$ cat src/rtl/reg_scoreboard.sv
// Register scoreboard: tracks in-flight writes to 16 general and 4 predicate registers and stalls decode on hazards.
// Define SCOREBOARD_BYPASS_EN to let a same-cycle writeback release its register for the hazard check.
module reg_scoreboard #(
    parameter int MAX_INFLIGHT = 6
) (
    input  logic        clk,
    input  logic        rst,
    input  logic        iss_valid,
    input  logic [3:0]  iss_rx,
    input  logic        iss_rx_en,
    input  logic [3:0]  iss_ry,
    input  logic        iss_ry_en,
    input  logic [1:0]  iss_px,
    input  logic [1:0]  iss_py,
    input  logic        iss_p_en,
    input  logic [1:0]  iss_pguard,
    input  logic        iss_pguard_en,
    input  logic [3:0]  iss_dst,
    input  logic [1:0]  iss_dst_kind,
    input  logic        wb_greg_valid,
    input  logic [3:0]  wb_greg_id,
    input  logic        wb_preg_valid,
    input  logic [1:0]  wb_preg_id,
    input  logic        flush,
    output logic        stall,
    output logic        fire,
    output logic [15:0] greg_busy,
    output logic [3:0]  preg_busy,
    output logic [2:0]  inflight
);

    localparam logic [2:0] MAX_CNT = 3'(MAX_INFLIGHT);

    logic [15:0] r_greg_busy;
    logic [3:0]  r_preg_busy;
    logic [2:0]  r_inflight;

    logic        w_kind_greg;
    logic        w_kind_preg;
    logic        w_wb_greg_hit;
    logic        w_wb_preg_hit;
    logic [15:0] w_greg_clr;
    logic [3:0]  w_preg_clr;
    logic [15:0] w_greg_set;
    logic [3:0]  w_preg_set;
    logic [15:0] w_greg_view;
    logic [3:0]  w_preg_view;
    logic        w_hazard;
    logic        w_full;
    logic [4:0]  w_sum;
    logic [2:0]  w_inflight_next;

    assign w_kind_greg = (iss_dst_kind == 2'b01);
    assign w_kind_preg = (iss_dst_kind == 2'b10);

    // Writebacks only count when they hit a register that is actually tracked as busy.
    assign w_wb_greg_hit = wb_greg_valid & r_greg_busy[wb_greg_id];
    assign w_wb_preg_hit = wb_preg_valid & r_preg_busy[wb_preg_id];
    assign w_greg_clr    = w_wb_greg_hit ? (16'h0001 << wb_greg_id) : 16'h0000;
    assign w_preg_clr    = w_wb_preg_hit ? (4'h1 << wb_preg_id) : 4'h0;

`ifdef SCOREBOARD_BYPASS_EN
    assign w_greg_view = r_greg_busy & ~w_greg_clr;
    assign w_preg_view = r_preg_busy & ~w_preg_clr;
`else
    assign w_greg_view = r_greg_busy;
    assign w_preg_view = r_preg_busy;
`endif

    assign w_hazard = (iss_rx_en & w_greg_view[iss_rx])
                    | (iss_ry_en & w_greg_view[iss_ry])
                    | (iss_p_en & (w_preg_view[iss_px] | w_preg_view[iss_py]))
                    | (iss_pguard_en & w_preg_view[iss_pguard])
                    | (w_kind_greg & w_greg_view[iss_dst])
                    | (w_kind_preg & w_preg_view[iss_dst[1:0]]);

    assign w_full = (r_inflight == MAX_CNT) & (w_kind_greg | w_kind_preg);

    assign stall = iss_valid & (w_hazard | w_full | flush);
    assign fire  = iss_valid & ~stall;

    assign w_greg_set = (fire & w_kind_greg) ? (16'h0001 << iss_dst) : 16'h0000;
    assign w_preg_set = (fire & w_kind_preg) ? (4'h1 << iss_dst[1:0]) : 4'h0;

    // Net occupancy change, clamped so a corrupted count can never wrap.
    always_comb begin
        w_sum = {2'b00, r_inflight}
              + {4'b0000, fire & (w_kind_greg | w_kind_preg)}
              - {4'b0000, w_wb_greg_hit}
              - {4'b0000, w_wb_preg_hit};
        w_inflight_next = w_sum[2:0];
        if (w_sum[4]) begin
            w_inflight_next = 3'd0;
        end else if (w_sum[3:0] > {1'b0, MAX_CNT}) begin
            w_inflight_next = MAX_CNT;
        end
    end

    // Set after clear so a fire and a writeback to the same register leave it busy.
    always_ff @(posedge clk or posedge rst) begin
        if (rst) begin
            r_greg_busy <= 16'h0000;
            r_preg_busy <= 4'h0;
            r_inflight  <= 3'd0;
        end else if (flush) begin
            r_greg_busy <= 16'h0000;
            r_preg_busy <= 4'h0;
            r_inflight  <= 3'd0;
        end else begin
            r_greg_busy <= (r_greg_busy & ~w_greg_clr) | w_greg_set;
            r_preg_busy <= (r_preg_busy & ~w_preg_clr) | w_preg_set;
            r_inflight  <= w_inflight_next;
        end
    end

    assign greg_busy = r_greg_busy;
    assign preg_busy = r_preg_busy;
    assign inflight  = r_inflight;

endmodule

$ cat config.mk
export PLATFORM = sky130hd
export DESIGN_NAME = reg_scoreboard
export DESIGN_NICKNAME = d
export VERILOG_FILES = /design/src/rtl/reg_scoreboard.sv
export SDC_FILE = /design/constraint.sdc
export NUM_CORES = 1
export LEC_CHECK = 0
export CAP_MARGIN = 20
export CORE_MARGIN = 5
export CORE_UTILIZATION = 51
export CTS_BUF_LIST = sky130_fd_sc_hd__clkbuf_8
export CTS_CLUSTER_DIAMETER = 40
export DETAILED_ROUTE_END_ITERATION = 8
export GPL_TIMING_DRIVEN = 0
export PLACE_DENSITY = 0.89
export SLEW_MARGIN = 30
export SYNTH_ARGS = -nofsm -noshare
export SYNTH_HDL_FRONTEND = slang
export SYNTH_SLANG_ARGS = --single-unit
$ cat constraint.sdc
create_clock -name clk -period 4.2 [get_ports clk]
set_input_delay 0.84 -clock clk [delete_from_list [all_inputs] [get_ports clk]]
set_output_delay 0.84 -clock clk [all_outputs]
set_load 0.1 [all_outputs]
==> results of run 1 <==
cells in the final DEF (no fill, tap or decap), drive strengths merged, types with 4 or more instances in the layout:
| cell | count |
|---|---|
| buf | 14 |
| nand3 | 26 |
| o31ai | 16 |
| clkdlybuf4s50 | 51 |
| mux2i | 16 |
| nand3b | 4 |
| nand2 | 16 |
| mux4 | 12 |
| o211ai | 12 |
| ha | 7 |
| nor4 | 4 |
| nand2b | 10 |
| dfrtp | 23 |
| o311ai | 5 |
| clkbuf | 9 |
| o21ai | 5 |
| and3 | 4 |
| nand4b | 4 |
| inv | 14 |
| nor2 | 9 |
cells in the mapped netlist, drive strengths merged, types with 2 or more instances:
library cell	count
nor2	9
and4b	2
mux2i	16
nor4bb	3
o311ai	5
dfrtp	23
a21oi	2
o22ai	3
nand4b	4
nand3	26
and3	4
nand2b	10
o31ai	16
mux2	2
nor4b	2
fa	2
nor3b	3
clkbuf	7
nand3b	4
inv	14
o21a	2
nand2	16
nand4	2
and3b	3
o21ai	5
buf	7
o211ai	12
ha	7
mux4	12
nor4	4
a22oi	2
path summary, 6_finish.rpt:
path / startpoint / end / slack, ps
setup / recovery: iss_dst_kind[0] / inflight[0]$_DFF_PP0_ / 120
hold / removal: greg_busy[3]$_DFF_PP0_ / greg_busy[3]$_DFF_PP0_ / 630
setup reg to reg: greg_busy[13]$_DFF_PP0_ / inflight[0]$_DFF_PP0_ / 760
hold reg to reg: greg_busy[3]$_DFF_PP0_ / greg_busy[3]$_DFF_PP0_ / 630
max in group asynchronous: rst / greg_busy[1]$_DFF_PP0_ / 2940
min in group asynchronous: rst / preg_busy[0]$_DFF_PP0_ / 920
layer usage:
metal / GRT usage / vias up / share of wire
met1: 0.3054 / 1132 / 0.40
li1: - / 1067 / -
met2: 0.3681 / 125 / 0.49
met3: 0.03356 / 10 / 0.093
met5: 0 / - / 0
met4: 0.07045 / 0 / 0.016
layout make-up:
cell class              count  area share
plain buffers              13     0.02503
clock inverters             1    0.001615
clock buffers               3     0.01332
repair buffers             61      0.1938
well taps                  52     0.02099
multi-input cells         189      0.5426
flip-flops and latches     23      0.1857
inverters                  14     0.01696
worst reg2reg max path, delay by kind of cell (launching register included):
kind / cells / cell delay [ps]
flip-flops: 1 / 480
AO/OA/AOI/OAI: 1 / 60
adder cells (fa/ha/maj): 4 / 1290
AND/OR/NAND/NOR: 2 / 350
multiplexers: 2 / 980
XOR/XNOR: 1 / 180
power by group through the flow:
stage	Sequential, µW	Combinational, µW	Clock (µW)
6_report	247	343	142
5_1_grt	249	363	149
4_1_cts	247	334	140
3_5_place_dp	250	324	0
3_3_place_gp	249	317	0
2_1_floorplan	334	141	0
flip-flops by register name, summed over array words and instances (netlist names):
register,flops
greg_busy,16
inflight,3
preg_busy,4
kinds of logic after synthesis:
family / Yosys count
AND/OR/NAND/NOR: 95
AO/OA/AOI/OAI: 54
multiplexers: 30
buffers and inverters: 28
flip-flops: 23
adder cells (fa/ha/maj): 9
XOR/XNOR: 1
repair_timing:
action	in CTS	in global routing
buffers inserted	0	5
setup endpoints to repair	5	5
pin swaps	2	3
gates resized for setup	19	4
through the flow:
stage                     instances  utilization  area, µm²  setup TNS [ps]
final                           356       0.7021       3099               0
after global placement          348       0.6752       2980           -3286
after detailed placement        348       0.6752       2980           -3583
after CTS                       351       0.6910       3050               0
after floorplan                 240            -       2355               0
after global routing            356       0.7021       3099          -28.01
==> metrics.txt, run 1 <==
Period minus WS final=a little over 4000 ps; critical path arrival=4250 ps; Hold Buf Count CTS=0; period utilization=0.9722; Multi-input gate area=0.001682 mm²; Slew @ Worst Pin=around 1000 ps; Max-Slew Margin vs Limit=0.3291; VDD IR-drop max=0.3288 mV; Reg2Reg Depth=10; Synth Area in Adders=0.05455; Avg Inst Size Synth=9.749 µm²; CTS tree=yes; DR iter-0 viols=241; initial antenna violation count=0; crit-path max FO=10; share of cells above drive strength 1=0.1645; CP Class=input pin to flip-flop; clock sink count=23; clock power share=0.194; ys async rst share=1.000; Lkg Pwr=around 0.0012 µW; combinational power share=0.469; vias per cell=6.556; Slowest Stage Delay on Critical Path=600 ps; clock tree root driver cell=clkbuf_8; most frequent CP cell=ha_1; CP top delay family=adder cells; Antenna diodes=0; clk buf depth=2; hold slack=approximately 630 ps; post-route DRC violation count=0; crit end category=flip-flop; NetSw=a little over 300 µW; Worst path depth=14; gr usage total=0.2246; DP Worst Slack=-1078 ps; remaining antenna violation count=0; HPWL after DPL=5295 µm; PwrDens=235.9 mW/mm²; Hold Fails Final Rpt=0; multiplexer area fraction after synthesis=0.1952; Final Slew Violations=0; number of global-route vias before repair=2330; Synth Area in Simple Gates=0.2561; TritonCTS Buffers=3; RSZ-0062 raised after global routing=true; Die X=around 80 µm; crit start category=input pin; routability cong.=0.9652; pin count of the biggest net entering global routing=24; first-pass GRT wire length=around 11000 µm; CP Buf/Inv Count=2; Synth top area share=0.2460; Max Freq=244.9 MHz; global route overflow=0; switch share=0.4204; Yosys cell types=49; wire length per cell=roughly 19 µm; hold path depth=2; worst clock skew=3.297 ps; die height=77.73 µm; top area cells in the synthesized netlist=dfrtp_1 25%, mux4_2 11%, mux2i_1 6.8%, nand3_1 5.6%, o211ai_1 3.9%; worst min-delay path class=flip-flop to flip-flop; sequential power share=0.338; Final nets=350; Post-Syn Area=0.002340 mm²; final wirelength=6891 µm; die area=0.006042 mm²; Synthesized Nets=285; Synth Instances=240; Int Power=around 420 µW; Synth Register Bits=23; Sequential Area=approximately 580 µm²; critical path required time=4360 ps; worst-path cell chain=clkdlybuf4s50_1 -> ha_2 -> or4b_2 -> o211ai_1 -> a2111oi_4 -> nand2_4 -> buf_8 -> nor4_4 -> ha_1 -> ha_1 -> fa_1 -> xnor2_2 -> a21oi_1 -> and3_1; Yosys top cell by area=dfrtp_1; DR pass1 iterations=4; Synth Area in XOR/XNOR=0.003743; I/O Pins=61; clock slew at reported path FFs=around 90 ps; area delta synth->final=32.46%; number of synthesized flops with an enable pin=0; status=completed; setup ws final=roughly 120 ps; Final setup viols=0; Clk Latency, worst-skew pair=270 ps; Synth Warn #=0; Synth Area in Compound Gates=0.1930; register area share after synthesis=0.2460; CORE AREA=around 0.0044 mm²; Slowest cell on crit path=or4b_2; Total Power=731.0 µW; Primary FF master, synth=dfrtp_1; fill count=328; Initial Util=0.5300; number of H-tree levels=1; I/O Buffers=56; Core Rows=24; Max-cap violations=0; combinational family with the most area after synthesis=simple AND/OR/NAND/NOR gates; via count=2334
No activity file was read; power rests on OpenSTA's default activity.
==> run 2, diff against run 1 <==
Settings changed: TNS_END_PERCENT set to 5.
==> results of run 2 <==
Same layout as run 1: the final DEF is identical, and so are final timing and power.
==> run 3, diff against run 2 <==
Settings changed: CAP_MARGIN 20 to 40, GPL_TIMING_DRIVEN 0 to 1.
==> run 3 against run 2 <==
Compared with the run above:
- sequential share of layout area fell by 2.0 points
- largest cell class unchanged
- hold slack improved by 55 ps
- clock skew grew 0.70 ps
- clock-buffer cell count unchanged
- clock power is essentially flat
- global-route usage increased by 6.2 points
- core utilization increased by 8.6 points
- maximum frequency up 0.21%
==> metrics.txt, run 3 (same netlist as run 1, synthesis figures left out) <==
status=completed (unchanged); die area=0.006042 mm² (unchanged); DR pass1 iterations=7 (was 4); crit start category=input pin (unchanged); Period minus WS final=4075 ps (was 4083 ps); Final setup viols=0 (unchanged); commonest cells after routing, fill and taps aside=57 x clkdlybuf4s50_1, 26 x nand3_1, 24 x buf_8 (was 51 x clkdlybuf4s50_1, 26 x nand3_1, 23 x dfrtp_1); I/O Pins=61 (unchanged); Final nets=372 (was 350); via count=2723 (was 2334); share of cells above drive strength 1=0.2147 (was 0.1645); critical path required time=3360 ps (was 4360 ps); CP Class=input pin to output port (was input pin to flip-flop); setup ws final=125.1 ps (was 116.6 ps); clock slew at reported path FFs=90 ps (about the same); period utilization=0.9702 (was 0.9722); gr usage total=0.2863 (was 0.2246); area delta synth->final=48.77% (was 32.46%); clock power share=0.185 (was 0.194); Lkg Pwr=0.001407 µW (was 0.001243 µW); DP Worst Slack=-383.4 ps (was -1078 ps); Die X=77.73 µm (unchanged); CTS tree=yes (unchanged); first-pass GRT wire length=14180 µm (was 11200 µm); sequential power share=0.316 (was 0.338); number of H-tree levels=1 (unchanged); DR iter-0 viols=504 (was 241); Final Slew Violations=0 (unchanged); worst-path cell chain=clkdlybuf4s50_1 -> mux4_2 -> and4b_4 -> nor4_4 -> nand2_4 -> o31a_1 -> buf_12 (was clkdlybuf4s50_1 -> ha_2 -> or4b_2 -> o211ai_1 -> a2111oi_4 -> nand2_4 -> buf_8 -> nor4_4 -> ha_1 -> ha_1 -> fa_1 -> xnor2_2 -> a21oi_1 -> and3_1); Largest register FFs=16 (unchanged); routability cong.=0.9296 (was 0.9652); PwrDens=224.0 mW/mm² (was 235.9 mW/mm²); post-route DRC violation count=0 (unchanged); Slowest cell on crit path=clkdlybuf4s50_1 (was or4b_2); fill count=224 (was 328); Int Power=454.5 µW (was 423.7 µW); Antenna diodes=0 (unchanged); crit-path max FO=7 (was 10); global route overflow=0 (unchanged); Total Power=779.7 µW (was 731.0 µW); critical path arrival=3230 ps (was 4250 ps); wire length per cell=23.51 µm (was 19.36 µm); die height=77.73 µm (unchanged); pin count of the biggest net entering global routing=22 (was 24); switch share=0.4171 (was 0.4204); NetSw=325.2 µW (was 307.3 µW); Slew @ Worst Pin=953.9 ps (was 1003 ps); clk buf depth=2 (unchanged); Slowest Stage Delay on Critical Path=650 ps (was 600 ps); Clk Latency, worst-skew pair=270 ps (about the same); Core Rows=24 (unchanged); CORE AREA=0.004414 mm² (unchanged); final wirelength=8888 µm (was 6891 µm); commonest non-fill, non-tap cell in the layout=clkdlybuf4s50_1 (unchanged); I/O Buffers=60 (was 56); initial antenna violation count=0 (unchanged); TritonCTS Buffers=3 (unchanged); number of global-route vias before repair=2819 (was 2330); remaining antenna violation count=0 (unchanged); combinational power share=0.499 (was 0.469); clock sink count=23 (unchanged); VDD IR-drop max=0.5026 mV (was 0.3288 mV); clock tree root driver cell=clkbuf_8 (unchanged); Max-Slew Margin vs Limit=0.3551 (was 0.3291); crit end category=output port (was flip-flop); setup total negative slack=0 ps (unchanged); Hold Fails Final Rpt=0 (unchanged); Max Freq=245.4 MHz (was 244.9 MHz); HPWL after DPL=6691 µm (was 5295 µm); worst min-delay path class=flip-flop to flip-flop (unchanged); worst clock skew=4.002 ps (was 3.297 ps); vias per cell=7.204 (was 6.556); Max-cap violations=0 (unchanged); Hold Buf Count CTS=0 (unchanged); Initial Util=0.5300 (unchanged)
## run 3: stage by stage
| stage | cells | cell area [µm²] | hold slack, ps | util |
|---|---|---|---|---|
| 2_1_floorplan | 240 | 2355 | 841.9 | - |
| 3_3_place_gp | 349 | 3055 | 587.6 | 0.6922 |
| 3_5_place_dp | 373 | 3416 | 626.3 | 0.7738 |
| 4_1_cts | 377 | 3461 | 644.4 | 0.7840 |
| 5_1_grt | 378 | 3481 | 721.6 | 0.7885 |
| 6_report | 378 | 3481 | 685.9 | 0.7885 |
## run 3: path summary, 6_finish.rpt
check / start / end / slack [ps] / cells past startpoint
worst max-delay path: iss_dst[0] / stall / 130 / 7
worst max register to register: greg_busy[15]$_DFF_PP0_ / inflight[0]$_DFF_PP0_ / 650 / 10
worst min-delay path: greg_busy[1]$_DFF_PP0_ / greg_busy[1]$_DFF_PP0_ / 690 / 2
min in group asynchronous: rst / inflight[2]$_DFF_PP0_ / 820 / 2
worst min register to register: greg_busy[1]$_DFF_PP0_ / greg_busy[1]$_DFF_PP0_ / 690 / 2
max in group asynchronous: rst / greg_busy[15]$_DFF_PP0_ / 2950 / 3
## run 3: area by class of cell
cell class              count  area (µm²)  area share
repair buffers             96        1070      0.3073
clock buffers               3       41.29     0.01186
clock inverters             1       5.005    0.001438
multi-input cells         189        1672      0.4802
inverters                  14       52.55     0.01510
well taps                  52       65.06     0.01869
flip-flops and latches     23       575.6      0.1653
## run 3: metal layers
metal,global-route usage,share of wire,wire length (µm)
met1,0.3341,0.34,3036
met2,0.4958,0.48,4247
met3,0.05787,0.12,1036
met4,0.1409,0.064,568
met5,0,0,0
## run 3: timing repair
| action | CTS | global route |
|---|---|---|
| resized for setup | 1 | 1 |
| cloned | 0 | 0 |
| setup endpoints to repair | 1 | 3 |
| pin swaps | 0 | 1 |
| buffers inserted | 0 | 1 |
| endpoints found under the hold margin | 0 | 0 |
## run 3: power by group through the flow
stage / sequential [µW] / clock (µW) / combinational [µW]
6_report: 247 / 144 / 389
5_1_grt: 248 / 150 / 407
4_1_cts: 246 / 141 / 382
3_5_place_dp: 250 / 0 / 380
3_3_place_gp: 250 / 0 / 327
2_1_floorplan: 334 / 0 / 141
## run 3: worst max-delay path: cells and delay by family
kind                   cells  cell delay [ps]
buffers and inverters      2              830
AO/OA/AOI/OAI              1              300
multiplexers               1              560
AND/OR/NAND/NOR            3              710
==> edit 1: new RTL, config.mk and constraints of run 1 <==
Build with the macro `SCOREBOARD_BYPASS_EN` defined.
--- a/src/rtl/reg_scoreboard.sv
+++ b/src/rtl/reg_scoreboard.sv
@@ -1,5 +1,7 @@
 // Register scoreboard: tracks in-flight writes to 16 general and 4 predicate registers and stalls decode on hazards.
 // Define SCOREBOARD_BYPASS_EN to let a same-cycle writeback release its register for the hazard check.
+`define SCOREBOARD_BYPASS_EN
+
 module reg_scoreboard #(
     parameter int MAX_INFLIGHT = 6
 ) (
Behaviour: not the same (a bounded check fails within 4 cycles, from zero or initial values and one cycle with rst high).
==> edit 1 against run 1 <==
  * Synthesized cell count rose by 27%
  * Sequential cell count stayed put
  * Sequential share of layout area fell by 2.5 points
  * Critical path depth fell by 5
  * Area after synthesis rose by 18%
  * Hold slack improved by 0.011 ns
  * Register-to-register slack got worse by 0.20 ns
  * Largest power group unchanged
  * Combinational power is 16% higher
  * Power increased by 7.1%
  * Routed wire length rose by 31%
  * Worst setup slack worse by 0.046 ns
  * Design area grew 15%
==> edit 1: results (changes against run 1) <==
Status: complete, no violations
Initial antenna violation count: 0 (unchanged)
CP Max Fanout: 11 (+1)
Syn_nets: 350 (+23%)
Vias in the first global route: 2953 (+27%)
Synth cell count leaders: nand2_1 (27), dfrtp_1 (23), inv_1 (19)
Worst VDD drop: 337.2 uV (+2.6%)
Drt via density: 6.920 (+5.6%)
PortBufs: 55 (-1.8%)
Clock skew: 0.003140 ns (-0.0001573 ns)
Seq/Total Area, Yosys: 0.2083 (-0.03766)
Pre-antenna DRT Iters: 5 (+1)
Most used DFF post-synth: dfrtp_1
GRT met2 Usage: 0.4158 (+0.04765)
Synth Area in Compound Gates: 0.2622 (+0.06918)
Placed instance count: 430 (+24%)
H-tree Lvls: 1 (unchanged)
Total placed instance area: 0.003410 mm2 (+14%)
Worst slack, placed: -1.230 ns (-0.1519 ns)
Syn_area_per_cell: 9.058 um2 (-7.1%)
Met3 usage in global routing: 0.03751 (+0.003948)
Synth Area in Adders: 0.04620 (-0.008350)
CTS buffer count: 3 (unchanged)
DR iter-0 viols: 461 (+91%)
Yosys Warn Count: 0 (unchanged)
GRT Util Overall: 0.2528 (+0.02825)
P_leak: 1.380 nW (+11%)
Yosys cell types: 66 (+35%)
Synth area leaders: dfrtp_1 (21%), mux4_2 (6.5%), mux2i_1 (5.1%)
Clock-pin slew on the worst setup and hold paths: 0.08 ns
Post-synthesis xor/xnor area fraction: 0.02853 (+0.02479)
Layout cells sized above 1: 0.1680 (+0.003548)
Fin cells: 439 (+23%)
Post-synth ARST share: 1.000 (unchanged)
Hold violation total from the final report: 0 (unchanged)
Largest register FFs: 16 (unchanged)
Largest net degree at the start of global routing: 24 (unchanged)
CTS max path bufs: 2 (unchanged)
Slew @ Worst Pin: 0.9915 ns (-0.01169 ns)
Mux contribution to synthesized area: 0.1730 (-0.02218)
Count leader, synth: nand2_1
Gp weighted congestion: 0.9522 (-1.3%)
Tightest Hold Check Type: flop to flop
First-pass GRT wire length: 14480 um (+29%)
Total Routed Length: 9027 um (+31%)
Antenna cell count: 0 (unchanged)
Root Driver: clkbuf_8
Post-DP HPWL: 6784 um (+28%)
Clock latency on the worst-skew pair: 0.27 ns (about the same)
Met1 GRT Util: 0.3272 (+0.02182)
Nets: 415 (+19%)
[edit 1: power by group]
group | switching, mW | total [mW] | internal, mW
Clock | 0.0713 | 0.137 | 0.0654
Sequential | 0.0165 | 0.250 | 0.233
Combinational | 0.252 | 0.397 | 0.145
[edit 1: worst max-delay path: stages]
cell and delay [ns]:
clkdlybuf4s50_1 0.63, nand2_1 0.17, o21ai_0 0.11, mux4_1 0.54
o211ai_1 0.22, a211oi_2 0.09, buf_4 0.15, a31oi_2 0.21
buf_4 0.32
[edit 1: logic make-up after synthesis]
logic type               Yosys count
AO/OA/AOI/OAI                     92
buffers and inverters             40
AND/OR/NAND/NOR                  100
multiplexers                      32
adder cells (fa/ha/maj)            9
XOR/XNOR                           9
flip-flops                        23
[edit 1: area by class of cell]
type | instances | area, um2
fillers | 397 | 1599
plain buffers | 20 | 172.7
multi-input cells | 242 | 2004
inverters | 19 | 71.32
well taps | 70 | 87.58
flip-flops and latches | 23 | 575.6
clock inverters | 1 | 3.754
clock buffers | 3 | 41.29
repair buffers | 61 | 616.8
[edit 1: worst paths after layout]
path,from,endpoint,slack [ns],cells after the start
worst max-delay path,wb_preg_id[0],stall,0.07,9
min in group asynchronous,rst,greg_busy[15],0.93,2
worst min register to register,greg_busy[12],greg_busy[12],0.64,2
worst min-delay path,greg_busy[12],greg_busy[12],0.64,2
max in group asynchronous,rst,greg_busy[8],2.89,2
worst max register to register,greg_busy[7],inflight[0],0.56,14
[edit 1: what timing repair did]
| item | in CTS | in global routing |
|---|---|---|
| setup endpoints to repair | 5 | 5 |
| pin swaps | 3 | 1 |
| hold buffers | 0 | 0 |
| buffers inserted | 3 | 3 |
| resized for setup | 32 | 9 |
[edit 1: layer usage]
metal  up-vias  routed length [um]
met2       253                4290
li1       1319                   -
met5         -                   0
met3        41                1014
met4         0                 366
met1      1425                3356
==> edit 2: new RTL, config.mk and constraints of run 1 <==
Made on the original files. Make the reset (`rst`) synchronous in one clocked block.
--- a/src/rtl/reg_scoreboard.sv
+++ b/src/rtl/reg_scoreboard.sv
@@ -97,7 +97,7 @@
     end
 
     // Set after clear so a fire and a writeback to the same register leave it busy.
-    always_ff @(posedge clk or posedge rst) begin
+    always_ff @(posedge clk) begin
         if (rst) begin
             r_greg_busy <= 16'h0000;
             r_preg_busy <= 4'h0;
Behaviour: differs if rst is asserted again (counterexample within 4 cycles, from zero or initial values and one cycle with rst high); with rst held inactive, the same outputs for 10 cycles.
==> edit 2 against run 1 <==
  * Utilization down 0.20 points
  * Largest cell class unchanged
  * Design area down 11%
  * Count of clock-buffer cells in the layout unchanged
  * Area after synthesis down 13%
  * Die area down 11%
  * Final cell count down 12%
  * Worst setup slack worse by 0.035 ns
  * Highest routed layer unchanged
  * Sequential cell count unchanged
  * Synthesized cell count down 16%
  * Routed wire length down 8.2%
Power is not compared: it rests on default switching activity, and its combinational part moved more than twofold at a synthesized area within 25%.
==> edit 2: results (changes against run 1) <==
Status: complete, no violations
Total placed instance area: 0.002688 mm2 (-9.8%)
Hold Startpoint: greg_busy[4]
CP Capture Point: stall
Post-DP HPWL: 4860 um (-8.2%)
Sink of the worst hold path: greg_busy[4]
Slowest-stage cell, CP: clkdlybuf4s50_1
Worst Setup SP: iss_dst[1]
Yosys cell types: 46 (-6.1%)
Syn_nets: 246 (-14%)
DR iter-0 viols: 201 (-17%)
Slew @ Worst Pin: 0.9885 ns (-0.01467 ns)
Worst EP arrival: 3.28 ns (-0.97 ns)
Placed instance count: 309 (-11%)
Layout cells sized above 1: 0.1597 (-0.004778)
Crit Reg-Reg Endpoint: inflight[0]
Total Routed Length: 6325 um (-8.2%)
Worst slack, placed: -0.7861 ns (+0.2917 ns)
GRT met2 Usage: 0.3843 (+0.01620)
Clock skew: 0.003458 ns (+0.0001614 ns)
CTS-repair resized insts: 16 (-3)
First-pass GRT wire length: 10160 um (-9.2%)
Met3 usage in global routing: 0.03306 (-0.0005070)
Final setup margin: 0.08201 ns (-0.03462 ns)
Worst path max stage delay: 0.48 ns (-0.12 ns)
Seq/Total Area, Yosys: 0.2258 (-0.02022)
Syn_area_per_cell: 10.15 um2 (+4.1%)
Gp weighted congestion: 0.9783 (+1.4%)
Via count: 2067 (-11%)
R2r setup slk: 0.90 ns (+0.14 ns)
GRT Util Overall: 0.2405 (+0.01588)
Met1 GRT Util: 0.3234 (+0.01798)
Synth area leaders: dfxtp_1 (23%), mux4_2 (11%), o41ai_1 (5.6%)
Avg WL per Cell: 20.21 um (+4.4%)
## edit 2: cell types whose count changed after synthesis, sizes merged, moves of 14 or more
cell   before  now
dfrtp      23    0
dfxtp       0   23
o41ai       0   19
nand3      26    8
o31ai      16    2
## edit 2: kinds of logic after synthesis
| logic type | Yosys count | share of synthesized area |
|---|---|---|
| adders and majority gates | 9 | 0.06258 |
| xor gates and xnor gates | 1 | 0.004295 |
| DFF | 23 | 0.2258 |
| muxes | 28 | 0.2325 |
| and+or+nand+nor | 58 | 0.1706 |
| AOI/OAI and AO/OA | 57 | 0.2466 |
| buffers and inverters | 25 | 0.05767 |
## edit 2: routing by layer
layer / routed length (um) / vias up
met4: 212 / 0
met3: 544 / 24
met2: 2978 / 110
li1: - / 950
met5: 0 / -
met1: 2589 / 983
## edit 2: cell type report
type                       count  area, um2
fill                         284       1182
clock buffer                   3      41.29
sequential                    23      460.4
buffer                        13      87.58
clock inverter                 1      5.005
inverter                      12      45.04
tap                           50      62.56
multi-input combinational    153       1476
timing repair buffer          58      581.8
